### config.mk
export PLATFORM = sky130hd
export DESIGN_NAME = dmem_arbiter
export DESIGN_NICKNAME = d
export VERILOG_FILES = /design/src/rtl/dmem_arb_pkg.sv /design/src/rtl/dmem_arbiter_rr_arb2.sv /design/src/rtl/dmem_arbiter.sv
export SDC_FILE = /design/constraint.sdc
export NUM_CORES = 1
export LEC_CHECK = 0
export CAP_MARGIN = 20
export CORE_MARGIN = 2
export CORE_UTILIZATION = 35
export DETAILED_ROUTE_END_ITERATION = 8
export PLACE_DENSITY = 0.88
export SYNTH_ARGS = -nofsm -noshare
export SYNTH_HDL_FRONTEND = slang
export SYNTH_HIERARCHICAL = 1
export SYNTH_SLANG_ARGS = --single-unit
### constraint.sdc
create_clock -name clk -period 3.2 [get_ports clk]
set_input_delay 0.96 -clock clk [delete_from_list [all_inputs] [get_ports clk]]
set_output_delay 0.96 -clock clk [all_outputs]
set_load 0.01 [all_outputs]
### src/rtl/dmem_arb_pkg.sv
// Shared types for the data-memory arbiter: FSM encoding, requester indices
// and the encoding of the "last granted" pointer.
package dmem_arb_pkg;

  typedef enum logic [1:0] {
    IDLE   = 2'd0,
    BUSY_C = 2'd1,
    BUSY_H = 2'd2
  } arb_state_e;

  localparam int unsigned REQ_CORE = 0;
  localparam int unsigned REQ_HOST = 1;

  localparam logic PTR_CORE = 1'b0;
  localparam logic PTR_HOST = 1'b1;

endpackage

### src/rtl/dmem_arbiter_rr_arb2.sv
// Two-way round-robin pick: a lone candidate always wins; on a tie the
// requester that was NOT granted last wins. Purely combinational.
module rr_arb2
  import dmem_arb_pkg::*;
(
  input  logic [1:0] cand_i,
  input  logic       last_i,
  output logic [1:0] win_o
);

  // One-hot winner selection.
  always_comb begin
    win_o = 2'b00;
    case (cand_i)
      2'b01:   win_o = 2'b01;
      2'b10:   win_o = 2'b10;
      2'b11:   win_o = (last_i == PTR_HOST) ? 2'b01 : 2'b10;
      default: win_o = 2'b00;
    endcase
  end

endmodule

### src/rtl/dmem_arbiter.sv
// Single-port data-memory arbiter between the core and the host/loader.
// Define DMEM_ARB_HOST_PRIO_EN to make the host win every tie (no pointer).
module dmem_arbiter
  import dmem_arb_pkg::*;
#(
  parameter int unsigned ADDR_W = 16,
  parameter int unsigned DATA_W = 16
) (
  input  logic              clk,
  input  logic              reset,
  input  logic              c_req,
  input  logic              c_we,
  input  logic [ADDR_W-1:0] c_addr,
  input  logic [DATA_W-1:0] c_wdata,
  output logic              c_gnt,
  output logic              c_rvalid,
  output logic [DATA_W-1:0] c_rdata,
  output logic              c_stall,
  input  logic              h_req,
  input  logic              h_we,
  input  logic [ADDR_W-1:0] h_addr,
  input  logic [DATA_W-1:0] h_wdata,
  output logic              h_gnt,
  output logic              h_rvalid,
  output logic [DATA_W-1:0] h_rdata,
  output logic [ADDR_W-1:0] m_addr,
  output logic [DATA_W-1:0] m_wdata,
  output logic              m_we,
  input  logic [DATA_W-1:0] m_rdata
);

  arb_state_e        state_q, state_d;
  logic              c_rvalid_q, h_rvalid_q;
  logic [DATA_W-1:0] c_rdata_q, h_rdata_q;
  logic [1:0]        cand_s, win_s;
  logic              last_s;
  logic              mux_we_s;

  assign c_gnt   = (state_q == BUSY_C);
  assign h_gnt   = (state_q == BUSY_H);
  assign c_stall = c_req & ~c_gnt;

  // A port granted this cycle may not compete for the next one.
  assign cand_s[REQ_CORE] = c_req & ~c_gnt;
  assign cand_s[REQ_HOST] = h_req & ~h_gnt;

`ifdef DMEM_ARB_HOST_PRIO_EN
  assign last_s = PTR_CORE;
`else
  logic ptr_q, ptr_d;

  // Pointer next-state: remember whoever wins this cycle.
  always_comb begin
    ptr_d = ptr_q;
    if (win_s[REQ_CORE]) begin
      ptr_d = PTR_CORE;
    end else if (win_s[REQ_HOST]) begin
      ptr_d = PTR_HOST;
    end else begin
      ptr_d = ptr_q;
    end
  end

  // Pointer register; resets to host so the core takes the first tie.
  always_ff @(posedge clk) begin
    if (reset) begin
      ptr_q <= PTR_HOST;
    end else begin
      ptr_q <= ptr_d;
    end
  end

  assign last_s = ptr_q;
`endif

  rr_arb2 u_rr_arb2 (
    .cand_i (cand_s),
    .last_i (last_s),
    .win_o  (win_s)
  );

  // Next-state decode from the one-hot winner.
  always_comb begin
    state_d = IDLE;
    if (win_s[REQ_CORE]) begin
      state_d = BUSY_C;
    end else if (win_s[REQ_HOST]) begin
      state_d = BUSY_H;
    end else begin
      state_d = IDLE;
    end
  end

  // Memory port mux driven by the current grant.
  always_comb begin
    m_addr   = {ADDR_W{1'b0}};
    m_wdata  = {DATA_W{1'b0}};
    mux_we_s = 1'b0;
    case (state_q)
      BUSY_C: begin
        m_addr   = c_addr;
        m_wdata  = c_wdata;
        mux_we_s = c_we;
      end
      BUSY_H: begin
        m_addr   = h_addr;
        m_wdata  = h_wdata;
        mux_we_s = h_we;
      end
      default: begin
        m_addr   = {ADDR_W{1'b0}};
        m_wdata  = {DATA_W{1'b0}};
        mux_we_s = 1'b0;
      end
    endcase
  end

  // Reset aborts an in-flight write before it reaches the memory edge.
  assign m_we = mux_we_s & ~reset;

  // State and read-return registers.
  always_ff @(posedge clk) begin
    if (reset) begin
      state_q    <= IDLE;
      c_rvalid_q <= 1'b0;
      h_rvalid_q <= 1'b0;
      c_rdata_q  <= {DATA_W{1'b0}};
      h_rdata_q  <= {DATA_W{1'b0}};
    end else begin
      state_q    <= state_d;
      c_rvalid_q <= c_gnt & ~c_we;
      h_rvalid_q <= h_gnt & ~h_we;
      if (c_gnt & ~c_we) c_rdata_q <= m_rdata;
      if (h_gnt & ~h_we) h_rdata_q <= m_rdata;
    end
  end

  assign c_rvalid = c_rvalid_q;
  assign h_rvalid = h_rvalid_q;
  assign c_rdata  = c_rdata_q;
  assign h_rdata  = h_rdata_q;

endmodule

# After elaboration in Yosys (flattened, before gate mapping)
# Cells that the tools add are included.
# totals
ff_bits	37
inputBits	86
# classes
n_eq_ne	5
mux	9
bitwise_logic	10
n_reduce_logical	2
# ops
cell	n
$pmux W16 S2	2
$eq A2 B2 Y1 const B	3
$pmux W2 S3	1
$and A1 B1 Y1	5
$not A1 Y1	5
$eq A2 B1 Y1 const B	2
$mux W2	2
$mux W1	3
$pmux W1 S2	1
$reduce_bool A2 Y1	1
$reduce_or A2 Y1	1

# Logic depth before layout (Yosys ltp)
# Gate-level depths: netlist (run 1).
# logic_depth
depth_word	7
mapped_depth	7
mapped_depth_nobuf	6

# By module
# Netlist (run 1), hierarchy kept.
# modules_own_cells
module	instances	cells_per_inst	area_per_inst_um2	seq_area_each_um2
dmem_arbiter	1	222	1978.1	740.7
rr_arb2	1	3	18.8	0.0

# Least setup slack after synthesis (run 1)
# Ideal clock, no wire load.
# synth_path
path_type	input-to-output
from	input reset
to	output m_we
arrival_ns	1.573
required_time_ns	2.240
path_slack_ns	0.667
stages	3
path_buffers	2
cell_sequence	buf_2 -> clkbuf_1 -> nor3_1
# synth_via
elab_chain_len	2
# synth_rtl
element	line_no	rtl
from (decl)	dmem_arbiter.sv:10	input logic reset,
$not A1 Y1	dmem_arbiter.sv:119	assign m_we = mux_we_s & ~reset;
$and A1 B1 Y1	dmem_arbiter.sv:119	
to (decl)	dmem_arbiter.sv:28	output logic m_we,
# Every way passes these cells.

# Worst setup path after layout (run 1)
# layout_path
from	input h_addr[7]
to	output m_addr[7]
# layout_via
elab_chain_len	1
# layout_rtl
element	line_no	rtl
from (decl)	dmem_arbiter.sv:21	input logic [ADDR_W-1:0] h_addr,
$pmux W16 S2	dmem_arbiter.sv:99	case (state_q)
to (decl)	dmem_arbiter.sv:26	output logic [ADDR_W-1:0] m_addr,
# Every way passes these cells.

==> results of run 1 <==
[layout by cell type (no fill, tap or decap)]
cell / instances
clkdlybuf4s50_1: 152
nor2b_1: 3
nand2b_1: 49
ha_2: 1
buf_12: 1
nor2b_2: 1
nor3_1: 1
clkinv_4: 1
a21boi_0: 1
clkinv_2: 1
nor3b_1: 1
dfxtp_1: 37
and2b_1: 1
nor2_1: 35
dlymetal6s2s_1: 3
mux2i_1: 32
nand2b_4: 1
buf_4: 8
inv_1: 3
a21boi_1: 1
ha_1: 2
clkbuf_8: 6
o21bai_1: 1
a22oi_1: 33
[per-stage QoR]
step / area, µm² / worst slack (ns) / util, % / hold slack [ns] / power (W)
2_1_floorplan: 2000 / 0.667 / - / 0.487 / 0.000613
3_3_place_gp: 3600 / 0.00388 / 65.3 / 0.458 / 0.000788
3_5_place_dp: 3600 / 0.0143 / 65.3 / 0.469 / 0.000795
4_1_cts: 3690 / 0.0110 / 67.1 / 0.482 / 0.00114
5_1_grt: 3710 / 0.00809 / 67.3 / 0.493 / 0.00118
6_report: 3710 / 0.0650 / 67.3 / 0.476 / 0.00112
[layout make-up]
cell class / instances / area [µm²] / area share (%)
Timing Repair Buffer: 164 / 1640 / 44.2
Multi-Input combinational cell: 163 / 1130 / 30.5
Sequential cell: 37 / 741 / 20.0
Tap cell: 72 / 90.1 / 2.43
Clock buffer: 6 / 82.6 / 2.23
Clock inverter: 2 / 13.8 / 0.371
Inverter: 3 / 11.3 / 0.304
[critical path, stage by stage]
cell	delay, ns
clkdlybuf4s50_1	0.45
a22oi_1	0.08
nor2_1	0.11
clkdlybuf4s50_1	0.57
[report_power, final]
group / internal [W] / leakage (nW) / switching, W
Combinational: 0.000190 / 1.10 / 0.000112
Clock: 0.000175 / 0.0512 / 0.000166
Sequential: 0.000474 / 0.300 / 0.00000820
[logic make-up after synthesis]
group	Yosys count
AOI/OAI and AO/OA	36
adders and majority gates	3
muxes	32
and+or+nand+nor	92
DFF	37
buffers and inverters	25
[layer usage]
metal | GRT usage (%) | share of wire, %
met4 | 5.69 | 1.8
met5 | 0 | 0
met1 | 20.8 | 36
met2 | 39.8 | 51
met3 | 8.26 | 12
[flip-flops by register name (all words and copies together), names as in the netlist]
register,flops
h_rdata,16
last_s,1
c_rvalid,1
c_rdata,16
state_q,2
h_rvalid,1
[path summary, 6_finish.rpt]
path | startpoint | depth (start not counted) | endpoint | slack [ns]
worst max-delay path | h_addr[7] | 4 | m_addr[7] | 0.06
worst min-delay path | h_rdata[4] | 2 | h_rdata[4] | 0.48
worst max register to register | state_q[1] | 5 | c_rdata[13] | 1.39
worst min register to register | h_rdata[4] | 2 | h_rdata[4] | 0.48
[repair_timing]
action | in CTS | in global routing
gates resized for setup | 0 | 5
setup endpoints to repair | 0 | 24
hold buffers | 0 | 0
==> results.toml, run 1 <==
[status]
outcome = "completed"

[synth]
ys_seq_elements = 37
netlist_instances = 225
synth_common_cells = "nand2b_1, dfxtp_1, nor2_1, a22oi_1, mux2i_1"
yosysTopAreaCellShare_pct = 37.1
synth_top_area_cell = "dfxtp_1"
synth-edff-count = 0
synth_compound_area_share_pct = 13.5
synthesis.area_um2 = 2000
ys.flop_type = "dfxtp_1"
syn_nets = 314
synth_seq_area_share_pct = 37.1
synth-async-reset-ratio_pct = 0
ys_warn_count = 6
muxShareOfSynthArea_pct = 16.0
synth-simple-area-share_pct = 24.9
synth_xor_area_share_pct = 0
avgSynthCellArea_um2 = 8.88
synth_top_family_by_area = "simple AND/OR/NAND/NOR gates"
yosys.area_share.adder_pct = 1.88
synth_most_common_cell = "nand2b_1"
synth_cell_types = 19
synth_area_leaders = "dfxtp_1, mux2i_1, nand2b_1"

[place]
placement.io_buffers = 155
gp_congestion = 0.750
place_inst = 439
dp_hpwl_mm = 5.24

[cts]
clk_latency_ns = 0.28
cts_root_buf = "clkbuf_8"
path_clk_slew_ns = 0.07
postCtsSetupBuffers = 0
clockBufferDepth = 2
h-tree-depth = 2
clkSinkCount = 37
cts_tree = "done"
numCtsBuffers = 5

[critical_path]
critPathArrivalTime_ns = 2.18
start_kind = "input port"
setup.worst_path.end_class = "primary output"
critPathMaxFanout = 1
worstSetupPathType = "input port to primary output"
cp.required_ns = 2.24

[min_path]
min_path_type = "flip-flop to flip-flop"

[global_route]
overflow = 0
grt_pass1_vias = 2179
grtUsageTotal_pct = 20.9
grt_start_max_net_pins = 54
grt_pass1_wl_mm = 10.4
antenna_found_initial = 0

[cells_and_area]
fill_cells = 445
area_delta_synth_final_pct = 85.7
drive_above_1_share_pct = 5.33
final_cells = 447
nets = 463
n_antenna_cell = 0

[die]
ios = 156
die_w_um = 79.5
core_area_um2 = 5510
rows = 27
dieHeight_um = 79.5
start_util_pct = 36.3
fp.dieArea_um2 = 6330

[detailed_routing]
antenna_left = 0
via_per_inst = 4.83
vias = 2161
wl_per_cell_um = 15.1
remaining_drc_errors = 0
dr.pass1.iters = 4
dr.first_iter.drc_count = 58
routed_wl_mm = 6.77

[timing]
finalCriticalPeriod_ns = 3.14
finalHoldViolCount = 0
worst_pin_slew_ns = 0.503
slew_viol_final = 0
fin_crit_sh_pct = 98.0
rsz0062_at_grt = "no"
relSlewSlack_pct = 66.4
fmax_mhz = 319
timing.setup.tns_ns = 0
fin_worst_skew_ns = 0.00716
setup-violations-final = 0

[pwr]
power_per_cell_area_nw_per_um2 = 303
peakVddDrop_mv = 0.259
leakagePower_nw = 1.45

[job]
max-cap-violations = 0
Power figures use the tool's default switching activity.
==> inputs of run 2 (changes only) <==
--- a/config.mk
+++ b/config.mk
@@ -7,9 +7,9 @@
 export LEC_CHECK = 0
 export CAP_MARGIN = 20
 export CORE_MARGIN = 2
-export CORE_UTILIZATION = 35
+export CORE_UTILIZATION = 36
 export DETAILED_ROUTE_END_ITERATION = 8
-export PLACE_DENSITY = 0.88
+export PLACE_DENSITY = 0.86
 export SYNTH_ARGS = -nofsm -noshare
 export SYNTH_HDL_FRONTEND = slang
 export SYNTH_HIERARCHICAL = 1
==> run 2 against run 1 <==
Critical path depth did not move. First-iteration DRC count rose by 67%. Maximum frequency barely moved. Clock power rose by 6.7%. Sequential cell count did not move. Sequential share of layout area did not move. Die area fell by 2.6%. Total power rose by 1.8%. Design area did not move. Final cell count rose by 0.45%. Clock skew rose by 0.0076 ns. Wire length fell by 2.5%. Critical endpoint is now m_addr[8].
==> results.toml, run 2 (same netlist as run 1, synthesis figures left out) <==
[global_route]
grt_pass1_vias = 2201
antenna_found_initial = 0
grt_start_max_net_pins = 54
overflow = 0
grtUsageTotal_pct = 21.2
grt_pass1_wl_mm = 10.5

[cells_and_area]
nets = 465
final_common_cell = "clkdlybuf4s50_1"
area_delta_synth_final_pct = 85.7
final_core_util_pct = 68.2
final_cell_mix = "clkdlybuf4s50_1, nand2b_1, dfxtp_1"
n_antenna_cell = 0
fill_cells = 443
drive_above_1_share_pct = 5.31

[critical_path]
reg2reg_to = "c_rdata[15]"
reg2reg_from = "state_q[1]"
worstRegToRegCells = 5
r2r_setup_slack_ns = 1.49
critPathMaxFanout = 1
cp.required_ns = 2.24
worstSetupPathType = "input port to primary output"
critPathArrivalTime_ns = 2.17
setup.worst_path.end_class = "primary output"
start_kind = "input port"

[cts]
numCtsBuffers = 5
cts_hold_buffers = 0
clkSinkCount = 37
clockBufferDepth = 2
h-tree-depth = 2
cts_root_buf = "clkbuf_8"
clk_latency_ns = 0.28
postCtsSetupBuffers = 0
cts_resized = 1
path_clk_slew_ns = 0.06
cts_tree = "done"

[timing]
finalCriticalPeriod_ns = 3.13
relSlewSlack_pct = 68.0
setup-violations-final = 0
fmax_mhz = 319
rsz0062_at_grt = "no"
worst_pin_slew_ns = 0.479
fin_crit_sh_pct = 97.9
fin_hold_ws_ns = 0.476
fin_worst_skew_ns = 0.0147
layout_setup_ws_ns = 0.0673
slew_viol_final = 0
finalHoldViolCount = 0

[pwr]
power_per_cell_area_nw_per_um2 = 309
leakagePower_nw = 1.43
peakVddDrop_mv = 0.226

[die]
ios = 156
fp.dieArea_um2 = 6160
start_util_pct = 36.7
core_area_um2 = 5440
rows = 27
die_w_um = 78.5
dieHeight_um = 78.5

[detailed_routing]
vias = 2160
antenna_left = 0
remaining_drc_errors = 0
dr.pass1.iters = 4
wl_per_cell_um = 14.7
dr.first_iter.drc_count = 97
routed_wl_mm = 6.60
via_per_inst = 4.81

[place]
placement.io_buffers = 155
dp_hpwl_mm = 5.09
gp_congestion = 0.722
pre_cts_slack_ns = -0.0434

[status]
outcome = "completed"

[job]
max-cap-violations = 0

[min_path]
whs_endpoint = "h_rdata[8]"
hold_path_depth = 2
hp-start = "h_rdata[8]"
min_path_type = "flip-flop to flip-flop"
==> run 2: how the worst max path moves through the flow <==
stage	from	cells after the start	end	slack [ns]
after global placement	c_we	4	m_we	-0.04
after floorplan	reset	3	m_we	0.67
after detailed placement	c_we	4	m_we	-0.04
after global routing	h_wdata[1]	4	m_wdata[1]	0.006
final	c_addr[8]	4	m_addr[8]	0.07
after CTS	h_addr[13]	4	m_addr[13]	0.06
==> run 2: where the power goes <==
group	switching (W)	internal [W]	leakage [nW]
clock	0.000165	0.000199	0.0549
sequential	0.00000752	0.000474	0.300
combinational	0.000112	0.000188	1.07
total	0.000284	0.000861	1.43
==> run 2: cell type report <==
class                   instances  area (µm²)  share of cell area [%]
flip-flops and latches         37         741                    20.0
repair buffers                166        1640                    44.1
clock buffers                   7        96.3                    2.60
well taps                      72        90.1                    2.43
multi-input cells             163        1120                    30.3
clock inverters                 1        8.76                   0.236
inverters                       3        11.3                   0.304
==> run 2: critical path: stages <==
cell,delay [ns]
clkdlybuf4s50_1,0.46
a22oi_1,0.07
nor2_1,0.10
clkdlybuf4s50_1,0.58
==> run 2: metrics by stage <==
stage	area, µm²	TNS [ns]	power [W]	instances
after global routing	3710	0	0.00121	449
after CTS	3700	0	0.00116	449
final	3710	0	0.00115	449
after global placement	3600	-0.0447	0.000788	441
after detailed placement	3600	-0.0434	0.000793	441
after floorplan	2000	0	0.000613	225
==> run 2: per-layer routing <==
| layer | vias up | part of all wire [%] | GRT usage [%] |
|---|---|---|---|
| met3 | 8 | 10 | 6.90 |
| met5 | - | 0 | 0 |
| met4 | 0 | 1.5 | 5.79 |
| met1 | 980 | 40 | 24.2 |
| li1 | 1065 | - | - |
| met2 | 107 | 48 | 37.8 |
==> RTL edit, RTL diff (settings of run 1) <==
The option `DMEM_ARB_HOST_PRIO_EN` is turned on by a define.
--- a/src/rtl/dmem_arbiter.sv
+++ b/src/rtl/dmem_arbiter.sv
@@ -1,4 +1,6 @@
 // Single-port data-memory arbiter between the core and the host/loader.
 // Define DMEM_ARB_HOST_PRIO_EN to make the host win every tie (no pointer).
+`define DMEM_ARB_HOST_PRIO_EN
+
 module dmem_arbiter
   import dmem_arb_pkg::*;
Function: changed (Yosys sat finds a counterexample within 4 cycles, from zero or initial values and one cycle with reset high).
==> RTL edit against run 1 <==
  * Synthesized cell count fell by 1.8%
  * Via count fell by 2.9%
  * Final area decreased by 0.34%
  * Global-route usage shrank 0.30 points
  * Total power increased by 5.3%
  * Setup slack got worse by 49 ps
  * Area after synthesis shrank 1.7%
  * Sequential cell count shrank 1
  * Wire length down 1.1%
  * Largest cell class unchanged
  * Highest routed layer unchanged
==> RTL edit: results (changes against run 1) <==
{| class="wikitable"
! Metric !! Value
|-
| Clock Root Buffer || clkbuf_8
|-
| Post-synth cell types || 19 (unchanged)
|-
| Insertion delay of the later-clocked pin in the worst-skew pair || 280 ps (about the same)
|-
| Hold Startpoint || h_rdata[0]
|-
| Final instance count without filler cells || 446 (-0.22%)
|-
| Number of standard cells after synthesis || 221 (-1.8%)
|-
| Logic depth of the worst register-to-register path || 5 (unchanged)
|-
| Number of buffers inserted to repair setup after CTS || 0 (unchanged)
|-
| Max Root-Sink Buffers || 2 (unchanged)
|-
| Number of fill cells || 442 (-0.67%)
|-
| Net total in the final layout || 462 (-0.22%)
|-
| Maximum number of pins on one net before global-route repair || 53 (-1.9%)
|-
| Share of flip-flops with an asynchronous set or reset after synthesis || 0 (unchanged)
|-
| Sequential cell area fraction in the yosys report || 0.367 (-0.00381)
|-
| Number of CTS-inserted buffers || 5 (unchanged)
|-
| Crit path max fanout || 1 (unchanged)
|-
| Average vias per placed instance || 4.71 (-2.7%)
|-
| Fraction of layout cells with a size suffix above 1 || 0.0535 (+0.000143)
|-
| Overall fraction of global-route tracks in use || 0.206 (-0.00299)
|-
| Routability Congestion || 0.745 (-0.67%)
|-
| Flop2flop setup slack || 1610 ps (+220 ps)
|-
| Count of warnings emitted by yosys || 6 (unchanged)
|-
| Number of detailed-route iterations in the first pass || 4 (unchanged)
|-
| Most used flip-flop cell after synthesis || dfxtp_1
|-
| Number of antenna violations at the first check in global routing || 0 (unchanged)
|-
| Number of cells upsized or downsized after cts || 0 (unchanged)
|-
| Worst hold path cell count || 2 (unchanged)
|-
| Pre-CTS setup slack || 8.33 ps (-6.01 ps)
|-
| Top post-synthesis cells by count || nand2b_1 (49), dfxtp_1 (36), nor2_1 (34)
|-
| Slew headroom || 0.645 (-0.0193)
|-
| Number of placed instances with taps included || 438 (-0.23%)
|-
| Terminus of the critical flop-to-flop path || h_rdata[4]
|-
| Clock H-tree levels || 2 (unchanged)
|-
| Number of global-route vias before repair || 2106 (-3.4%)
|-
| Placement-stage cell area || 3560 um2 (-1.1%)
|-
| DRC violation total after the first TritonRoute iteration || 80 (+38%)
|-
| Quantity of I/O buffers inserted on ports || 155 (unchanged)
|-
| Worst setup skew after layout || 3.46 ps (-3.70 ps)
|-
| Status || completed
|-
| Clock transition at the registers of the reported paths || 70 ps (about the same)
|-
| Diodes inserted || 0 (unchanged)
|-
| First-pass GRT wire length || 10100 um (-3.4%)
|-
| Critical path data arrival time || 2220 ps (+40 ps)
|-
| FF-to-FF Start || state_q[0]
|-
| DP HPWL || 5210 um (-0.67%)
|-
| Static leakage || 1.43 nW (-0.98%)
|-
| Routed len/inst || 15.0 um (-0.90%)
|-
| Cell types occupying the most area after synthesis || dfxtp_1 (37%), mux2i_1 (16%), nand2b_1 (16%), a22oi_1 (13%), nor2_1 (6.5%)
|-
| Worst Hold Path EP || h_rdata[0]
|-
| Worst vdd ir || 0.308 mV (+19%)
|-
| Hold WC Path Type || flip-flop to flip-flop
|}
[RTL edit: cell count changes after synthesis]
cell / before / now
and2b_1: 1 / 0
buf_2: 9 / 7
buf_6: 3 / 4
clkbuf_1: 9 / 8
conb_1: 0 / 1
dfxtp_1: 37 / 36
nand2b_2: 0 / 1
nand2b_4: 1 / 0
nor2_1: 35 / 34
nor2b_2: 0 / 1
o21bai_1: 1 / 0
[RTL edit: layout make-up]
| cell class | count | area share |
|---|---|---|
| repair buffers | 164 | 0.440 |
| multi-input cells | 163 | 0.303 |
| flip-flops and latches | 36 | 0.195 |
| clock buffers | 7 | 0.0261 |
| well taps | 72 | 0.0244 |
| clock inverters | 1 | 0.00813 |
| inverters | 3 | 0.00305 |
[RTL edit: metrics by stage]
stage	total power, mW	utilization	hold slack, ps
2_1_floorplan	0.590	-	493
3_3_place_gp	0.761	0.650	459
3_5_place_dp	0.766	0.650	463
4_1_cts	1.20	0.673	478
5_1_grt	1.24	0.675	496
6_report	1.18	0.675	474
[RTL edit: power by group]
group	total, mW	leakage (nW)	switching, mW	internal, mW
Combinational	0.289	1.08	0.108	0.181
Clock	0.428	0.0645	0.153	0.275
Sequential	0.467	0.292	0.00649	0.460
[RTL edit: cells by family after synthesis]
kind of cell / Yosys count / share of synthesized area
buffers and inverters: 23 / 0.0656
AND/OR/NAND/NOR: 91 / 0.249
AO/OA/AOI/OAI: 35 / 0.134
multiplexers: 32 / 0.163
adder cells (fa/ha/maj): 3 / 0.0191
other: 1 / 0.00191
flip-flops: 36 / 0.367
[RTL edit: metal layers]
layer / GRT usage / routed length (um) / vias to the layer above / share of wire
met5: 0 / 0 / - / 0
met2: 0.422 / 3480 / 86 / 0.52
li1: - / - / 1052 / -
met3: 0.0636 / 639 / 10 / 0.096
met1: 0.196 / 2460 / 951 / 0.37
met4: 0.0517 / 104 / 0 / 0.016
[RTL edit: critical path, stage by stage]
cell	delay, ps
clkdlybuf4s50_1	460
a22oi_1	80
nor2_1	120
clkdlybuf4s50_1	600
[RTL edit: how the worst max path moves through the flow]
stage / startpoint / endpoint / slack [ps] / depth (start not counted)
2_1_floorplan: reset / m_we / 820 / 2
3_3_place_gp: c_we / m_we / 30 / 4
3_5_place_dp: c_we / m_we / 8 / 4
4_1_cts: c_we / m_we / 9 / 4
5_1_grt: h_wdata[13] / m_wdata[13] / -30 / 4
6_report: h_wdata[14] / m_wdata[14] / 20 / 4
